===== src/rtl/ball_plotter.sv =====
// Ball plotter: on each frame tick erases the previous SIZE x SIZE block with
//   BG_COLOUR, then draws the new block, one pixel per cycle into the VGA write port.
// Latency: first pixel two cycles after start; done at start+2+SIZE^2 (no erase)
//   or start+2+2*SIZE^2. start is ignored while busy (no queueing).
// Option macro: BALL_PLOTTER_SKIP_UNCHANGED_EN - an unchanged origin/colour skips
//   straight to done (two cycles after start) without plotting.
// Ports:
//   clock, resetn      - system clock, asynchronous active-low reset
//   start              - one-cycle redraw request
//   orig_x/orig_y      - block top-left corner; colour_in - block colour
//   x_out/y_out/colour_out/plot - registered pixel write to the VGA adapter
//   busy, done         - redraw in progress / one-cycle completion pulse
module ball_plotter #(
    parameter int         SIZE      = 4,
    parameter logic [2:0] BG_COLOUR = 3'b000,
    parameter int         X_MAX     = 159,
    parameter int         Y_MAX     = 119
) (
    input  logic       clock,
    input  logic       resetn,
    input  logic       start,
    input  logic [7:0] orig_x,
    input  logic [6:0] orig_y,
    input  logic [2:0] colour_in,
    output logic [7:0] x_out,
    output logic [6:0] y_out,
    output logic [2:0] colour_out,
    output logic       plot,
    output logic       busy,
    output logic       done
);

    typedef enum logic [1:0] {
        IDLE  = 2'd0,
        ERASE = 2'd1,
        DRAW  = 2'd2,
        FIN   = 2'd3
    } state_t;

    localparam logic [2:0] LAST = 3'(SIZE - 1);

    state_t     state, state_nxt;
    logic [2:0] dx, dx_nxt;
    logic [2:0] dy, dy_nxt;

    // Values captured at start; the sweep never looks at the live inputs.
    logic [7:0] new_x;
    logic [6:0] new_y;
    logic [2:0] new_col;

    // Block currently on screen, remembered for the next erase.
    logic [7:0] old_x;
    logic [6:0] old_y;
    logic       old_valid;
`ifdef BALL_PLOTTER_SKIP_UNCHANGED_EN
    logic [2:0] old_col;
`endif

    logic       latch;
    logic       fin;
    logic [7:0] x_nxt;
    logic [6:0] y_nxt;
    logic [2:0] col_nxt;
    logic       plot_nxt;
    logic       busy_nxt;
    logic       done_nxt;

    // Sums are one bit wider than the screen coordinates so that a block
    // hanging off the right/bottom edge is clipped rather than wrapped.
    logic [7:0] base_x;
    logic [6:0] base_y;
    logic [8:0] sum_x;
    logic [7:0] sum_y;
    logic       visible;

    assign base_x  = (state == ERASE) ? old_x : new_x;
    assign base_y  = (state == ERASE) ? old_y : new_y;
    assign sum_x   = {1'b0, base_x} + {6'b0, dx};
    assign sum_y   = {1'b0, base_y} + {5'b0, dy};
    assign visible = (sum_x <= 9'(X_MAX)) && (sum_y <= 8'(Y_MAX));

    always_ff @(posedge clock or negedge resetn) begin
        if (!resetn) begin
            state <= IDLE;
            dx    <= 3'd0;
            dy    <= 3'd0;
        end else begin
            state <= state_nxt;
            dx    <= dx_nxt;
            dy    <= dy_nxt;
        end
    end

    always_comb begin
        state_nxt = state;
        dx_nxt    = dx;
        dy_nxt    = dy;
        latch     = 1'b0;
        fin       = 1'b0;
        x_nxt     = x_out;
        y_nxt     = y_out;
        col_nxt   = colour_out;
        plot_nxt  = 1'b0;
        busy_nxt  = busy;
        done_nxt  = 1'b0;

        case (state)
            IDLE: begin
                if (start) begin
                    latch    = 1'b1;
                    dx_nxt   = 3'd0;
                    dy_nxt   = 3'd0;
                    busy_nxt = 1'b1;
                    if (old_valid) state_nxt = ERASE;
                    else           state_nxt = DRAW;
`ifdef BALL_PLOTTER_SKIP_UNCHANGED_EN
                    if (old_valid && (orig_x == old_x) && (orig_y == old_y) &&
                        (colour_in == old_col))
                        state_nxt = FIN;
`endif
                end
            end

            ERASE, DRAW: begin
                // Clipped slots still take a cycle; they just do not plot.
                plot_nxt = visible;
                if (visible) begin
                    x_nxt   = sum_x[7:0];
                    y_nxt   = sum_y[6:0];
                    col_nxt = (state == ERASE) ? BG_COLOUR : new_col;
                end
                if (dx == LAST) begin
                    dx_nxt = 3'd0;
                    if (dy == LAST) begin
                        dy_nxt    = 3'd0;
                        state_nxt = (state == ERASE) ? DRAW : FIN;
                    end else begin
                        dy_nxt = dy + 3'd1;
                    end
                end else begin
                    dx_nxt = dx + 3'd1;
                end
            end

            FIN: begin
                fin       = 1'b1;
                done_nxt  = 1'b1;
                busy_nxt  = 1'b0;
                state_nxt = IDLE;
            end

            default: state_nxt = IDLE;
        endcase
    end

    always_ff @(posedge clock or negedge resetn) begin
        if (!resetn) begin
            new_x   <= 8'd0;
            new_y   <= 7'd0;
            new_col <= 3'd0;
        end else if (latch) begin
            new_x   <= orig_x;
            new_y   <= orig_y;
            new_col <= colour_in;
        end
    end

    always_ff @(posedge clock or negedge resetn) begin
        if (!resetn) begin
            old_x     <= 8'd0;
            old_y     <= 7'd0;
            old_valid <= 1'b0;
        end else if (fin) begin
            old_x     <= new_x;
            old_y     <= new_y;
            old_valid <= 1'b1;
        end
    end

`ifdef BALL_PLOTTER_SKIP_UNCHANGED_EN
    always_ff @(posedge clock or negedge resetn) begin
        if (!resetn)  old_col <= 3'd0;
        else if (fin) old_col <= new_col;
    end
`endif

    always_ff @(posedge clock or negedge resetn) begin
        if (!resetn) begin
            x_out      <= 8'd0;
            y_out      <= 7'd0;
            colour_out <= 3'd0;
            plot       <= 1'b0;
            busy       <= 1'b0;
            done       <= 1'b0;
        end else begin
            x_out      <= x_nxt;
            y_out      <= y_nxt;
            colour_out <= col_nxt;
            plot       <= plot_nxt;
            busy       <= busy_nxt;
            done       <= done_nxt;
        end
    end

endmodule


===== config.mk =====
export PLATFORM = sky130hd
export DESIGN_NAME = ball_plotter
export DESIGN_NICKNAME = d
export VERILOG_FILES = /design/src/rtl/ball_plotter.sv
export SDC_FILE = /design/constraint.sdc
export NUM_CORES = 1
export LEC_CHECK = 0
export BUFFER_PORTS_ARGS = -buffer_cell sky130_fd_sc_hd__buf_2
export CAP_MARGIN = 20
export CELL_PAD_IN_SITES_DETAIL_PLACEMENT = 0
export CELL_PAD_IN_SITES_GLOBAL_PLACEMENT = 1
export CORE_ASPECT_RATIO = 0.5
export CORE_MARGIN = 4
export CORE_UTILIZATION = 46
export CTS_CLUSTER_DIAMETER = 150
export DETAILED_ROUTE_END_ITERATION = 10
export GPL_ROUTABILITY_DRIVEN = 0
export PLACE_DENSITY = 0.9
export SYNTH_ARGS = -nofsm -noshare
export SYNTH_HDL_FRONTEND = slang
export SYNTH_SLANG_ARGS = --single-unit

===== constraint.sdc =====
create_clock -name clock -period 4.73 [get_ports clock]
set_input_delay 0.473 -clock clock [delete_from_list [all_inputs] [get_ports clock]]
set_output_delay 0.473 -clock clock [all_outputs]
set_load 0.005 [all_outputs]

# After elaboration in Yosys (flattened, before gate mapping)
# Cells that the tools add are included.
totals:
  ff_bits: 63
  out_inout_bits: 21
op_classes:
  n_addsub: 4
  magnitude_cmp: 2
  eq_ne: 8
  n_mux: 21
  n_reduce_logical: 10
ops:
  columns: ["operator", "count"]
  rows:
  - ["$mux W3", 5]
  - ["$pmux W3 S2", 2]
  - ["$add A8 B3 Y9", 1]
  - ["$le A9 B8 Y1 const B", 1]
  - ["$add A7 B3 Y8", 1]
  - ["$le A8 B7 Y1 const B", 1]
  - ["$mux W2", 4]
  - ["$mux W8", 1]
  - ["$mux W7", 1]
  - ["$add A3 B1 Y3 const B", 2]
  - ["$eq A3 B2 Y1 const B", 2]
  - ["$mux W1", 6]
  - ["$ne A2 B2 Y1 const B", 3]
  - ["$pmux W2 S3", 1]
  - ["$reduce_and A2 Y1", 3]
  - ["$reduce_and A3 Y1", 2]
  - ["$eq A2 B2 Y1 const B", 2]
  - ["$reduce_bool A2 Y1", 2]
  - ["$eq A2 B1 Y1 const B", 1]
  - ["$logic_not A2 Y1", 1]
  - ["$pmux W1 S2", 1]
  - ["$reduce_or A2 Y1", 1]
  - ["$logic_and A1 B1 Y1", 1]

# Longest topological paths before layout
depth:
  depth_word: 6
  mapped_depth: 17

# Least setup slack after synthesis
# No wires, ideal clock.
synth_timing:
  kind: "reg2reg"
  startpoint: "reg state[1]"
  endpoint: "reg colour_out[0]"
  setup_time_ns: 0.125
  arrival_ns: 3.759
  required_time_ns: 4.605
  slack_ns: 0.846
  path_stages_with_launch: 17
  path_buffers: 5
  period_less_slack_ns: 3.884
  path_cell_list: "dfrtp_1 > inv_1 > ha_1 > buf_4 > buf_2 > buf_1 > mux2_2 > ha_1 > fa_1 > a21oi_1 > or2_1 > nor3b_1 > a211oi_1 > o21a_1 > buf_4 > buf_8 > mux2_4"
synth_via:
  elab_chain_len: 6
synth_lines:
  columns: ["item", "line", "source"]
  rows:
  - ["start, declared", "42", "state_t state, state_nxt;"]
  - ["start signal, assigned", "88", "state <= state_nxt;"]
  - ["$eq A2 B1 Y1", null, null]
  - ["$mux W8 or $mux W7 (tied branches)", "76, 77", null]
  - ["$add A8 B3 Y9 or $add A7 B3 Y8 (tied branches)", "78, 79", null]
  - ["$le A9 B8 Y1 or $le A8 B7 Y1 (tied branches)", "80", "assign visible = (sum_x <= 9'(X_MAX)) && (sum_y <= 8'(Y_MAX));"]
  - ["$logic_and A1 B1 Y1", "80", null]
  - ["$reduce_and A2 Y1 (no source line)", null, null]
  - ["end signal, assigned", "198", "colour_out <= col_nxt;"]
  - ["end, declared", "27", "output logic [2:0] colour_out,"]
# Several ways; a longest one is shown, not always the timed one.
# A chain may end at the register's enable or synchronous reset.

# Final worst setup path
layout_timing:
  startpoint: "reg state[1]"
  endpoint: "reg y_out[2]"
layout_via:
  elab_chain_len: 6
layout_lines:
  columns: ["item", "line", "source"]
  rows:
  - ["$eq A2 B1 Y1", "76, 77, 107", null]
  - ["$mux W8 or $mux W7 (tied branches)", "76, 77", null]
  - ["$add A8 B3 Y9 or $add A7 B3 Y8 (tied branches)", "78, 79", null]
  - ["$le A9 B8 Y1 or $le A8 B7 Y1 (tied branches)", "80", null]
  - ["$logic_and A1 B1 Y1", "80", null]
  - ["$reduce_and A2 Y1 (no source line)", null, null]
  - ["end signal, assigned", "197", "y_out <= y_nxt;"]
  - ["end, declared", "26", "output logic [6:0] y_out,"]
# Several ways; a longest one is shown, not always the timed one.

==> results.md <==
| Result | Reported |
|:---|:---|
| Net Count, Synth | 283 |
| Setup Skew | 6.86 ps |
| CTS tree | done |
| Path type of the worst min-delay path | input port to asynchronous set/reset pin |
| Area overhead of the layout relative to synthesis | 18.7% |
| Final Total Pwr | 3.07 mW |
| Clock network latency to the later pin of the worst-skew pair | 330 ps |
| Data required, critical path | 4930 ps |
| Fraction of final layout cells with drive strength greater than 1 | 0.362 |
| Max-cap check violation count | 0 |
| Synthesized flop and latch total | 63 |
| Core area | 6330 sq um |
| FILL cells | 507 |
| Clock Tree Buf Depth | 2 |
| Critical-path cell with the highest stage delay | dfrtp_1 |
| Critical Path Sink Type | register |
| Final total negative setup slack | 0 ps |
| FMAX | 0.263 GHz |
| Maximum number of pins on one net before global-route repair | 64 |
| Layout net count | 329 |
| Quantity of gates resized following cts | 0 |
| Clock-pin transition on the worst setup and hold timing paths | 50 ps |
| Hold Buf Count CTS | 0 |
| Number of enable-type register cells in the synthesized netlist | 0 |
| DR vias/cell | 5.38 |
| Slew of the pin with the lowest slew margin | 954 ps |
| Synth Flop Type | dfrtp_1 |
| Final critical-path share of the clock period | 0.804 |
| Die outline width | 125 um |
| Outcome | finished, final reports clean |
| Design area | 3730 sq um |
| Port buffer count | 41 |
| WP data arrival | 4010 ps |
| Die area | 8300 sq um |
| Dpl hpwl | 4400 um |
| Number of buffers added by the clock tree synthesis step | 9 |
| Slew margin rel. | 0.364 |
| Post-synthesis instance total | 248 |
| CTS H-tree lvls | 3 |
| Final-report setup violation count | 0 |
| Aggregate routed wire length | 6390 um |
| ANT nets after route | 0 |
| Area of the multi-input gates | 1480 sq um |
| Commonest cells after routing, fill and taps aside | dfrtp_1, buf_2, mux2_2 |
| Power density over the cells | 823 nW/um^2 |
| Drc violations | 0 |
| Sink count of the clock tree | 63 |
| Register cell area after layout | 1580 sq um |
| Async S/R FF share, synth | 1.00 |
| Antenna violations before repair | 0 |
| Critical Path Most Common Cell | ha_1 |
| Synth warnings | 0 |
| Netlist area before placement | 3140 sq um |
| N_diodes | 0 |
| CP Cell Sequence | inv_1 -> ha_1 -> mux2_2 -> ha_1 -> fa_1 -> a21oi_1 -> or2_1 -> nor3b_1 -> a211oi_1 -> o21a_1 -> buf_4 -> mux2_1 |
| Max Slew Vio Count | 0 |
| Die Span Y | 66.5 um |
| Worst-case hold slack | 314 ps |
| Effective utilization at floorplan | 0.496 |
| Number of I/O pins | 42 |
| Final Hold Viols | 0 |
| Most common cell after layout, fill and taps aside | dfrtp_1 |
| Per-cell routed wire length | 16.6 um |
| CP max stage delay | 410 ps |
| Minimum clock period after layout | 3800 ps |
| First-pass GRT wire length | 10800 um |
| Placed Instance Area | 3430 sq um |
| Post CTS Setup Buffer Count | 0 |
| Via count | 2078 |
| Post-synthesis cell type count | 38 |
| Sequential share of the synthesized area | 0.502 |
| Router iterations before antenna repair | 4 |
| Worst IR drop on VDD | 0.354 mV |
| Synthesized area divided by synthesized cell count | 12.7 sq um |
| Site Rows | 20 |
| Drt first-iter violations | 99 |
| Crit start category | register |
| Largest driver fanout on the critical path | 15 |
| Setup repair after global routing missed its margin | no |
| Standby leakage power | 1.71 nW |
| Sum of overflow across all layers after global routing | 0 |
| Vias in the first global route | 2155 |
| Global-route total usage across every layer | 0.168 |
| Master cell of the clock root buffer | clkbuf_16 |
| Crit Path Category | register to register |
==> cell usage after synthesis (2+ instances only) <==
master	instances	area (sq um)
a211oi_1	3	22.5
a21oi_1	13	65.1
a32o_1	2	20.0
a32oi_1	4	35.0
buf_1	2	7.51
buf_4	2	15.0
clkbuf_1	4	15.0
dfrtp_1	63	1580
fa_1	2	40.0
ha_1	12	150
inv_1	9	33.8
mux2_1	8	90.1
mux2_2	40	450
mux2_4	8	120
mux2i_1	7	70.1
nand2_1	9	33.8
nand2b_1	5	31.3
nand3_1	3	15.0
nor2_1	5	18.8
nor2b_1	10	62.6
nor3_1	2	10.0
o21a_1	2	15.0
o21ai_0	8	40.0
o22ai_1	2	12.5
xnor2_1	6	52.6
xor2_1	5	43.8
==> layer usage <==
metal / wire length [um] / global-route usage / vias to the layer above
met5: 0 / 0 / -
met4: 97 / 0.0676 / 0
met3: 240 / 0.0504 / 10
met2: 3110 / 0.282 / 43
met1: 2950 / 0.208 / 1038
li1: - / - / 987
==> state kept, by name (all words and copies together), names as in the netlist, 2 cells and up <==
name	count
colour_out	3
old_y	7
dx	3
new_y	7
old_x	8
new_col	3
dy	3
new_x	8
x_out	8
state	2
y_out	7
==> stage by stage <==
step                cells  utilization  setup WS (ps)
floorplan             248            -            846
global placement      371        0.542           1110
detailed placement    371        0.542            939
CTS                   386        0.589            912
global route          386        0.589            715
finish                386        0.589            928
==> worst max-delay path: cells and delay by family, from the launching register on <==
kind,cells,cell delay [ps]
adder cells (fa/ha/maj),3,1010
AO/OA/AOI/OAI,3,840
multiplexers,2,750
buffers and inverters,2,410
flip-flops,1,410
AND/OR/NAND/NOR,2,270
==> layout make-up <==
type / instances / share of cell area
tap: 88 / 0.0295
inverter: 9 / 0.00906
sequential: 63 / 0.423
multi-input combinational: 166 / 0.396
clock buffer: 12 / 0.0688
timing repair buffer: 45 / 0.0631
clock inverter: 3 / 0.0114
==> power by group <==
part           total [mW]  internal, mW  switching, mW
Clock               0.649         0.432          0.218
Sequential           1.00         0.813          0.189
Combinational        1.42         0.739          0.678
Total                3.07          1.98           1.09
==> final timing paths <==
kind	startpoint	to	slack [ps]	cells past startpoint
min reg2reg	x_out[4]	x_out[4]	480	1
min in group clock	orig_x[4]	new_x[4]	370	2
max	state[1]	y_out[2]	930	12
max in group asynchronous	resetn	old_x[7]	3900	2
min	resetn	dy[1]	310	2
max reg2reg	state[1]	y_out[2]	930	12
==> cells by family after synthesis <==
group | share of synthesized area
buf+inv | 0.0291
simple gates | 0.0629
flops | 0.502
compound gates | 0.0828
fa+ha+maj | 0.0605
mux | 0.232
xor+xnor | 0.0307
Power figures use the tool's default switching activity.
